--- config.mk ---
export PLATFORM = sky130hd
export DESIGN_NAME = train_stop_sequencer
export DESIGN_NICKNAME = d
export VERILOG_FILES = /design/src/rtl/train_stop_sequencer_pkg.sv /design/src/rtl/train_stop_sequencer_countdown_timer.sv /design/src/rtl/train_stop_sequencer.sv
export SDC_FILE = /design/constraint.sdc
export NUM_CORES = 1
export LEC_CHECK = 0
export ABC_AREA = 1
export CAP_MARGIN = 25
export CORE_MARGIN = 5
export CORE_UTILIZATION = 25
export DETAILED_ROUTE_END_ITERATION = 6
export DONT_BUFFER_PORTS = 1
export PLACE_DENSITY = 0.44
export SLEW_MARGIN = 20
export SYNTH_ARGS = -nofsm -noshare
export SYNTH_HDL_FRONTEND = slang
export SYNTH_SLANG_ARGS = --single-unit
--- constraint.sdc ---
create_clock -name clk -period 5.7 [get_ports clk]
set_input_delay 1.14 -clock clk [delete_from_list [all_inputs] [get_ports clk]]
set_output_delay 1.14 -clock clk [all_outputs]
set_load 0.02 [all_outputs]
--- src/rtl/train_stop_sequencer_pkg.sv ---
// Shared state encoding, output table and timed-state successor map
// for the train stop sequencer.
package train_pkg;

  localparam int TW_DEFAULT = 19;

  typedef enum logic [3:0] {
    S_IDLE   = 4'd0,
    S_WARN   = 4'd1,
    S_ACCEL  = 4'd2,
    S_CRUISE = 4'd3,
    S_BRAKE  = 4'd4,
    S_DOPEN  = 4'd5,
    S_DWELL  = 4'd6,
    S_DCLOSE = 4'd7,
    S_EMERG  = 4'd8
  } state_e;

  typedef struct packed {
    logic motor;
    logic brake;
    logic door;
    logic lamp;
  } outs_t;

  function automatic outs_t stateOutputs(input state_e s);
    case (s)
      S_IDLE:   return '{motor: 1'b0, brake: 1'b1, door: 1'b0, lamp: 1'b0};
      S_WARN:   return '{motor: 1'b0, brake: 1'b1, door: 1'b0, lamp: 1'b1};
      S_ACCEL:  return '{motor: 1'b1, brake: 1'b0, door: 1'b0, lamp: 1'b0};
      S_CRUISE: return '{motor: 1'b1, brake: 1'b0, door: 1'b0, lamp: 1'b0};
      S_BRAKE:  return '{motor: 1'b0, brake: 1'b1, door: 1'b0, lamp: 1'b0};
      S_DOPEN:  return '{motor: 1'b0, brake: 1'b1, door: 1'b1, lamp: 1'b0};
      S_DWELL:  return '{motor: 1'b0, brake: 1'b1, door: 1'b1, lamp: 1'b0};
      S_DCLOSE: return '{motor: 1'b0, brake: 1'b1, door: 1'b1, lamp: 1'b0};
      default:  return '{motor: 1'b0, brake: 1'b1, door: 1'b0, lamp: 1'b1};
    endcase
  endfunction

  // Where each timed state goes when its countdown expires; cruise expiry is a fault.
  function automatic state_e timedNext(input state_e s);
    case (s)
      S_WARN:   return S_ACCEL;
      S_ACCEL:  return S_CRUISE;
      S_BRAKE:  return S_DOPEN;
      S_DOPEN:  return S_DWELL;
      S_DWELL:  return S_DCLOSE;
      S_DCLOSE: return S_IDLE;
      default:  return S_EMERG;
    endcase
  endfunction

endpackage

--- src/rtl/train_stop_sequencer_countdown_timer.sv ---
// Loadable down-counter that saturates at zero; done flags an empty count.
module countdown_timer #(
  parameter int TW = 19
) (
  input  logic          clk,
  input  logic          rst_n,
  input  logic          load,
  input  logic [TW-1:0] load_val,
  output logic          done,
  output logic [TW-1:0] count
);

  logic [TW-1:0] count_q;

  always_ff @(posedge clk or negedge rst_n) begin
    if (!rst_n) begin
      count_q <= '0;
    end else if (load) begin
      count_q <= load_val;
    end else if (count_q != '0) begin
      count_q <= count_q - TW'(1);
    end
  end

  assign count = count_q;
  assign done  = (count_q == '0);

endmodule

--- src/rtl/train_stop_sequencer.sv ---
// Station-to-station sequencer for one train: Moore FSM with registered
// outputs, driving a shared countdown timer that is reloaded on every state entry.
module train_stop_sequencer
  import train_pkg::*;
#(
  parameter int TW        = TW_DEFAULT,
  parameter int WARN_T    = 50,
  parameter int ACCEL_T   = 200,
  parameter int CRUISE_MX = 4000,
  parameter int BRAKE_T   = 150,
  parameter int DOOR_T    = 40,
  parameter int DWELL_T   = 300,
  parameter int EMERG_T   = 100
) (
  input  logic       clk,
  input  logic       rst_n,
  input  logic       start,
  input  logic       stop_req,
  input  logic       station_sensor,
  input  logic       door_obstruct,
  output logic       motor_en,
  output logic       brake,
  output logic       door_open,
  output logic       warn_lamp,
  output logic       fault,
  output logic [3:0] present_state
);

  state_e        state_q, state_d;
  logic          fault_q, fault_d;
  logic          startPrev_q;
  outs_t         outs_q;
  logic          tmrLoad;
  logic [TW-1:0] tmrLoadVal;
  logic          tmrDone;
  logic [TW-1:0] unusedTmrCount;

  // A state lasting D cycles loads D-1 so that done rises on its last cycle.
  function automatic logic [TW-1:0] loadValue(input int d);
    return (d <= 1) ? '0 : TW'(d - 1);
  endfunction

  function automatic logic [TW-1:0] durationFor(input state_e s);
    case (s)
      S_WARN:   return loadValue(WARN_T);
      S_ACCEL:  return loadValue(ACCEL_T);
      S_CRUISE: return loadValue(CRUISE_MX);
      S_BRAKE:  return loadValue(BRAKE_T);
      S_DOPEN:  return loadValue(DOOR_T);
      S_DWELL:  return loadValue(DWELL_T);
      S_DCLOSE: return loadValue(DOOR_T);
      S_EMERG:  return loadValue(EMERG_T);
      default:  return '0;
    endcase
  endfunction

  countdown_timer #(.TW(TW)) uTimer (
    .clk      (clk),
    .rst_n    (rst_n),
    .load     (tmrLoad),
    .load_val (tmrLoadVal),
    .done     (tmrDone),
    .count    (unusedTmrCount)
  );

  always_comb begin
    state_d = state_q;
    fault_d = fault_q;
    case (state_q)
      S_IDLE: begin
        if (start && !startPrev_q) begin
          state_d = S_WARN;
          fault_d = 1'b0;
        end
      end
      S_EMERG: begin
        if (tmrDone && !stop_req) state_d = S_IDLE;
      end
      S_WARN, S_ACCEL, S_CRUISE, S_BRAKE, S_DOPEN, S_DWELL, S_DCLOSE: begin
        if (stop_req) begin
          state_d = S_EMERG;
        end else if (state_q == S_DCLOSE && door_obstruct) begin
          state_d = S_DOPEN;
        end else if (state_q == S_CRUISE && station_sensor) begin
          state_d = S_BRAKE;
        end else if (tmrDone) begin
          state_d = timedNext(state_q);
          if (state_q == S_CRUISE) fault_d = 1'b1;
        end
      end
      default: state_d = S_EMERG;
    endcase
    tmrLoad    = (state_d != state_q);
    tmrLoadVal = durationFor(state_d);
  end

  // startPrev_q resets high so a start held through reset release is not an edge.
  always_ff @(posedge clk or negedge rst_n) begin
    if (!rst_n) begin
      state_q     <= S_IDLE;
      fault_q     <= 1'b0;
      startPrev_q <= 1'b1;
      outs_q      <= stateOutputs(S_IDLE);
    end else begin
      state_q     <= state_d;
      fault_q     <= fault_d;
      startPrev_q <= start;
      outs_q      <= stateOutputs(state_d);
    end
  end

  assign motor_en      = outs_q.motor;
  assign brake         = outs_q.brake;
  assign door_open     = outs_q.door;
  assign warn_lamp     = outs_q.lamp;
  assign fault         = fault_q;
  assign present_state = state_q;

endmodule

# Word-level counts from Yosys, hierarchy flattened
# Memories as Yosys holds them, arrays and structs flattened.
# Index checks and enable logic that the tools add are counted.
# op_classes
add_sub_neg	1
n_mul	0
div	0
n_lt_le_gt_ge	0
n_eq_ne	15
n_shift	0
n_mux	18
bitwise	0
n_reduce_logical	13
# op_table
cell	n
19-bit 2-to-1 mux	2
4-bit 2-to-1 mux	7
4-bit one-hot mux with 6 select lines	1
19-bit logical NOT	1
19-bit nonzero test	1
19-bit by 1-bit subtractor with 19-bit output, second input constant	1
4-bit by 3-bit equality test with 1-bit output, second input constant	4
2-bit != test, second input constant	6
4-bit one-hot mux with 3 select lines	1
4-bit by 2-bit equality test with 1-bit output, second input constant	2
7-bit AND reduction	1
7-bit OR reduction	1
1-bit 2-to-1 mux	6
4-bit by 1-bit equality test with 1-bit output, second input constant	1
4-bit equality test, second input constant	1
1-bit logical AND	4
4-bit logical NOT	1
4-bit != test	1
2-bit nonzero test	2
1-bit logical NOT	2
1-bit one-hot mux with 2 select lines	1
# word_totals
reg_bits	29
latch_bits	0
ram_bits	0
romBits	224
inputBits	6
out_inout_bits	9
word_cells	57
mem_count	2
# memory_table
memory	depth	width	read_ports	rd_ports_with_merged_regs	write_ports	line	source
(no name shown)	16	12	1	0	0	train_stop_sequencer.sv:44	case (s)
(no name shown)	8	4	1	0	0	train_stop_sequencer_pkg.sv:27	case (s)

# Logic depth before layout (Yosys ltp)
# depth
word_depth	9
depth_mapped	17
depth_no_buf	16

# Hierarchy
# From an unflattened synthesis, not the netlist that was laid out.
# hier_totals
hier_cells	299
area_unflattened_um2	2050.7
# by_module_without_submodules
mod	instances	cells_per_inst	area_per_inst_um2
countdown_timer	1	192	1300.0
train_stop_sequencer	1	107	750.7

# Least setup slack after synthesis
# No wires, ideal clock.
# synth_timing
path_type	input to register
startpoint	input port stop_req
endpoint	register uTimer.count_q[0] (netlist: uTimer.count[0])
arrival_time_ns	2.344
path_slack_ns	3.227
path_stages	10
path_cell_list	inv_1 nand2_2 nor2_2 o21ai_2 nor2_8 xor2_4 nand3_4 buf_6 o31ai_1 o21ai_1
# synth_via
elab_chain_cells	6
# synth_lines
element	line	source
start, declared	train_stop_sequencer.sv:18	input logic stop_req,
1-bit logical NOT	train_stop_sequencer.sv:77	if (tmrDone && !stop_req) state_d = S_IDLE;
1-bit logical AND	train_stop_sequencer.sv:77	
4-bit 2-to-1 mux	train_stop_sequencer.sv:77	
4-bit one-hot mux with 3 select lines *	train_stop_sequencer.sv:69	case (state_q)
net state_d[1]	train_stop_sequencer.sv:29	state_e state_q, state_d;
memory read 16 x 12 bit or 4-bit != test (tied branches)	--	
19-bit 2-to-1 mux or 2-bit nonzero test (tied branches)	--	
end signal, assigned	train_stop_sequencer_countdown_timer.sv:19	count_q <= load_val;
end signal, assigned	train_stop_sequencer_countdown_timer.sv:21	count_q <= count_q - TW'(1);
end, declared	train_stop_sequencer_countdown_timer.sv:13	logic [TW-1:0] count_q;
# The timed path passes the listed nets; every way through them passes the cells marked *.
# A chain may end at the register's enable or synchronous reset.

# Worst setup path after layout
# layout_timing
startpoint	register uTimer.count_q[0] (netlist: uTimer.count[0])
endpoint	register uTimer.count_q[10] (netlist: uTimer.count[10])
# layout_via
elab_chain_cells	8
# layout_lines
element	line	source
19-bit logical NOT *	train_stop_sequencer_countdown_timer.sv:26	assign done = (count_q == '0);
4-bit 2-to-1 mux	train_stop_sequencer.sv:86	end else if (tmrDone) begin
4-bit 2-to-1 mux	train_stop_sequencer.sv:84	end else if (state_q == S_CRUISE && station_sensor) begin
4-bit 2-to-1 mux	train_stop_sequencer.sv:82	end else if (state_q == S_DCLOSE && door_obstruct) begin
4-bit 2-to-1 mux	train_stop_sequencer.sv:80	if (stop_req) begin
4-bit one-hot mux with 3 select lines *	train_stop_sequencer.sv:69	
net state_d[0]	train_stop_sequencer.sv:29	
memory read 16 x 12 bit or 4-bit != test (tied branches)	--	
19-bit 2-to-1 mux or 2-bit nonzero test (tied branches)	--	
# The timed path passes the listed nets; every way through them passes the cells marked *. The select of a mux whose other input is x is not followed.

==> run_results.csv <==
group,metric,value,unit
run,drv_cap,0,
placed_design,place_ws,2.862,ns
logic_synthesis,synth_fp_nets,258,
global_routing,overflow,0,
clock_network,cts_resized,0,
global_routing,gr-usage-met2,17.12,%
clock_network,cts.clk_slew.worst_paths,0.08,ns
floorplanning,die_area,0.009641,sq mm
global_routing,antenna_found_initial,0,
detailed_routing,num_vias,1581,
detailed_routing,finalWirelength,4737,microns
global_routing,grt.total_usage,10.64,%
pwr,powerDensity,510.0,mW/mm^2
global_routing,grt_pass1_vias,1614,
timing,tns,0,ns
layout,drive_above_1_share,14.17,%
global_routing,grt_pass1_wl,8224,microns
clock_network,htreeDepth,2,
logic_synthesis,synth.area.top_cells,"dfrtp_1 (35%), nand2_1 (10%), nand3_1 (5.7%), inv_1 (5.6%), xor2_1 (5.0%)",
detailed_routing,routedWlPerCell,13.31,microns
timing,layout_setup_ws,3.030,ns
timing,period_share,46.85,%
clock_network,cts_buffer_depth,2,
pwr,seqPwrFrac,33.8,%
clock_network,cts_made_buffers,5,
clock_network,clock-sinks,29,
timing,period_needed,2.670,ns
floorplanning,start_util,25.43,%
floorplanning,core,0.007647,sq mm
critical_path,worstPathArrival,2.82,ns
pwr,switching_share,45.00,%
floorplanning,ios,15,
logic_synthesis,synth_edf_count,0,
outcome,status,"complete, no violations",
timing,tightest_slew,0.5608,ns
critical_path,crit_path_top_delay_cell,"dfrtp_1",
clock_network,cts_setup_buffers,0,
clock_network,clk_latency,0.28,ns
global_routing,use_met1,14.15,%
floorplanning,rows,32,
logic_synthesis,synth_area,0.001944,sq mm
floorplanning,die_width,98.19,microns
logic_synthesis,ys_ff_latch,29,
logic_synthesis,seq_area_frac_synth,37.45,%
detailed_routing,first_pass_iters,5,
critical_path,crit_top_cell,"nand2_1",
timing,slew_violations,0,
layout,antennaDiodeCount,0,
detailed_routing,vias_per_cell,4.441,
logic_synthesis,synth.largest_area_cell,"dfrtp_1",
critical_path,critical_path_class,"flop to flop",
critical_path,setup.worst_path.start_class,"flop",
critical_path,crit_path_max_fanout,21,
detailed_routing,drt-initial-drc-count,81,
placed_design,hpwl,3649,microns
logic_synthesis,synthTopCellsByCount,"nand2_1 (54), inv_1 (29), dfrtp_1 (27)",
detailed_routing,antenna_left,0,
logic_synthesis,synth.most_common_cell,"nand2_1",
timing,setup_viol,0,
pwr,power_frac_clock,20.7,%
global_routing,busiest_layer,"met2",
timing,slew_headroom,62.62,%
layout,layout.nets,261,
global_routing,grt_use_met3,2.643,%
critical_path,crit_chain,"inv_1 > ha_1 > nand2_1 > nor2_1 > nand3_4 > nand2_1 > nand3_1 > nand2_1 > nand2_1 > nand2_2 > nand2_1 > nand2_2 > nand3_4 > nor2_4 > a21oi_1",
critical_path,path_delay_family,"simple AND/OR/NAND/NOR gates",
layout,multiInputGateArea,0.001064,sq mm
floorplanning,die_y,98.19,microns
pwr,total_power,1101,uW
layout,seqCellArea,728.2,sq um
clock_network,cts_tree,"done",
placed_design,portBuffers,0,
logic_synthesis,ys.flop_type,"dfrtp_1",
pwr,comb_power_share,45.5,%
logic_synthesis,yosys_warnings,0,
pwr,p_leak,0.001061,uW
critical_path,max_stage_delay,0.39,ns
clock_network,cts_hold_buffers,0,
critical_path,required,5.85,ns
pwr,netSwitchingPower,495.6,uW
timing,final.setup_skew,0.01474,ns
layout,syn_to_final_growth,11.07,%
pwr,power.internal,605.8,uW
detailed_routing,drc,0,
logic_synthesis,synth_cells,250,
critical_path,crit_buf_inv,1,
logic_synthesis,synth.distinct_cells,29,
placed_design,gp_congestion,0.7888,
timing,rsz0062_at_grt,"no",
hold_path,hold_path_class,"input port to asynchronous set/reset pin",
global_routing,grt_max_degree,30,
logic_synthesis,avgSynthCellArea,7.777,sq um
layout,fillers,831,
logic_synthesis,async_flop_share,100.0,%
critical_path,end_kind,"flop",
timing,max_freq,374.5,MHz
timing,finalHoldViolations,0,
pwr,vdd_drop_max,0.1460,mV
logic_synthesis,yosysTopAreaCellShare,34.75,%
clock_network,clockRootBuffer,"clkbuf_8",
-- area by class of cell --
type	instances	area share, %
tap	102	5.910
inverter	32	5.562
sequential	29	33.72
multi-input combinational	185	49.25
clock inverter	2	1.738
clock buffer	6	3.824
-- through the flow --
stage,instance area (sq um),hold WS (ns),util (%),cells
floorplan,1944,0.4711,-,250
global placement,2039,0.5271,26.67,348
detailed placement,2039,0.5264,26.67,348
CTS,2160,0.5321,28.24,356
global route,2160,0.5189,28.24,356
finish,2160,0.5400,28.24,356
-- cells by family after synthesis --
kind of cell               after synthesis  synth area share (%)
xor gates and xnor gates                17                 8.623
and+or+nand+nor                        141                 37.58
DFF                                     29                 37.45
adders and majority gates                2                 1.287
AOI/OAI and AO/OA                       25                 7.207
buffers and inverters                   36                 7.850
-- flip-flops by register name, summed over array words and instances (netlist names) --
register       count
present_state      4
warn_lamp          1
uTimer.count      19
motor_en           1
brake              1
startPrev_q        1
fault              1
door_open          1
-- layer usage --
layer | vias up | wire [microns] | share of wire, %
met5 | - | 0 | 0
met4 | 0 | 8 | 0.17
met3 | 2 | 160 | 3.4
met2 | 19 | 2155 | 45
met1 | 736 | 2413 | 51
li1 | 824 | - | -
-- path summary, 6_finish.rpt --
path	start	end	slack, ns	cells after the start
worst max-delay path	uTimer.count[0]	uTimer.count[10]	3.03	15
worst min-delay path	rst_n	warn_lamp	0.54	0
worst max register to register	uTimer.count[0]	uTimer.count[10]	3.03	15
worst min register to register	uTimer.count[1]	uTimer.count[1]	0.54	2
max in group asynchronous	rst_n	startPrev_q	4.99	0
min in group clk	uTimer.count[1]	uTimer.count[1]	0.54	2
-- cell usage in the layout, fill, tap and decap left out, drive strengths merged --
| cell | count |
|---|---|
| inv | 32 |
| nand3 | 24 |
| bufinv | 1 |
| ha | 2 |
| clkbuf | 6 |
| a21oi | 13 |
| o21a | 1 |
| dfstp | 2 |
| o21ai | 8 |
| o2111ai | 1 |
| o31ai | 2 |
| nor4 | 1 |
| nor2 | 37 |
| clkinvlp | 1 |
| xnor2 | 5 |
| nand2 | 59 |
| nor3 | 6 |
| dfrtp | 27 |
| xor2 | 12 |
| nand4 | 14 |
-- power groups by stage --
stage | sequential (uW) | combinational, uW | clock, uW
2_1_floorplan | 348 | 434 | 0
3_3_place_gp | 377 | 503 | 0
3_5_place_dp | 376 | 500 | 0
4_1_cts | 373 | 506 | 234
5_1_grt | 381 | 575 | 243
6_report | 372 | 502 | 228
No activity file was read; power rests on OpenSTA's default activity.
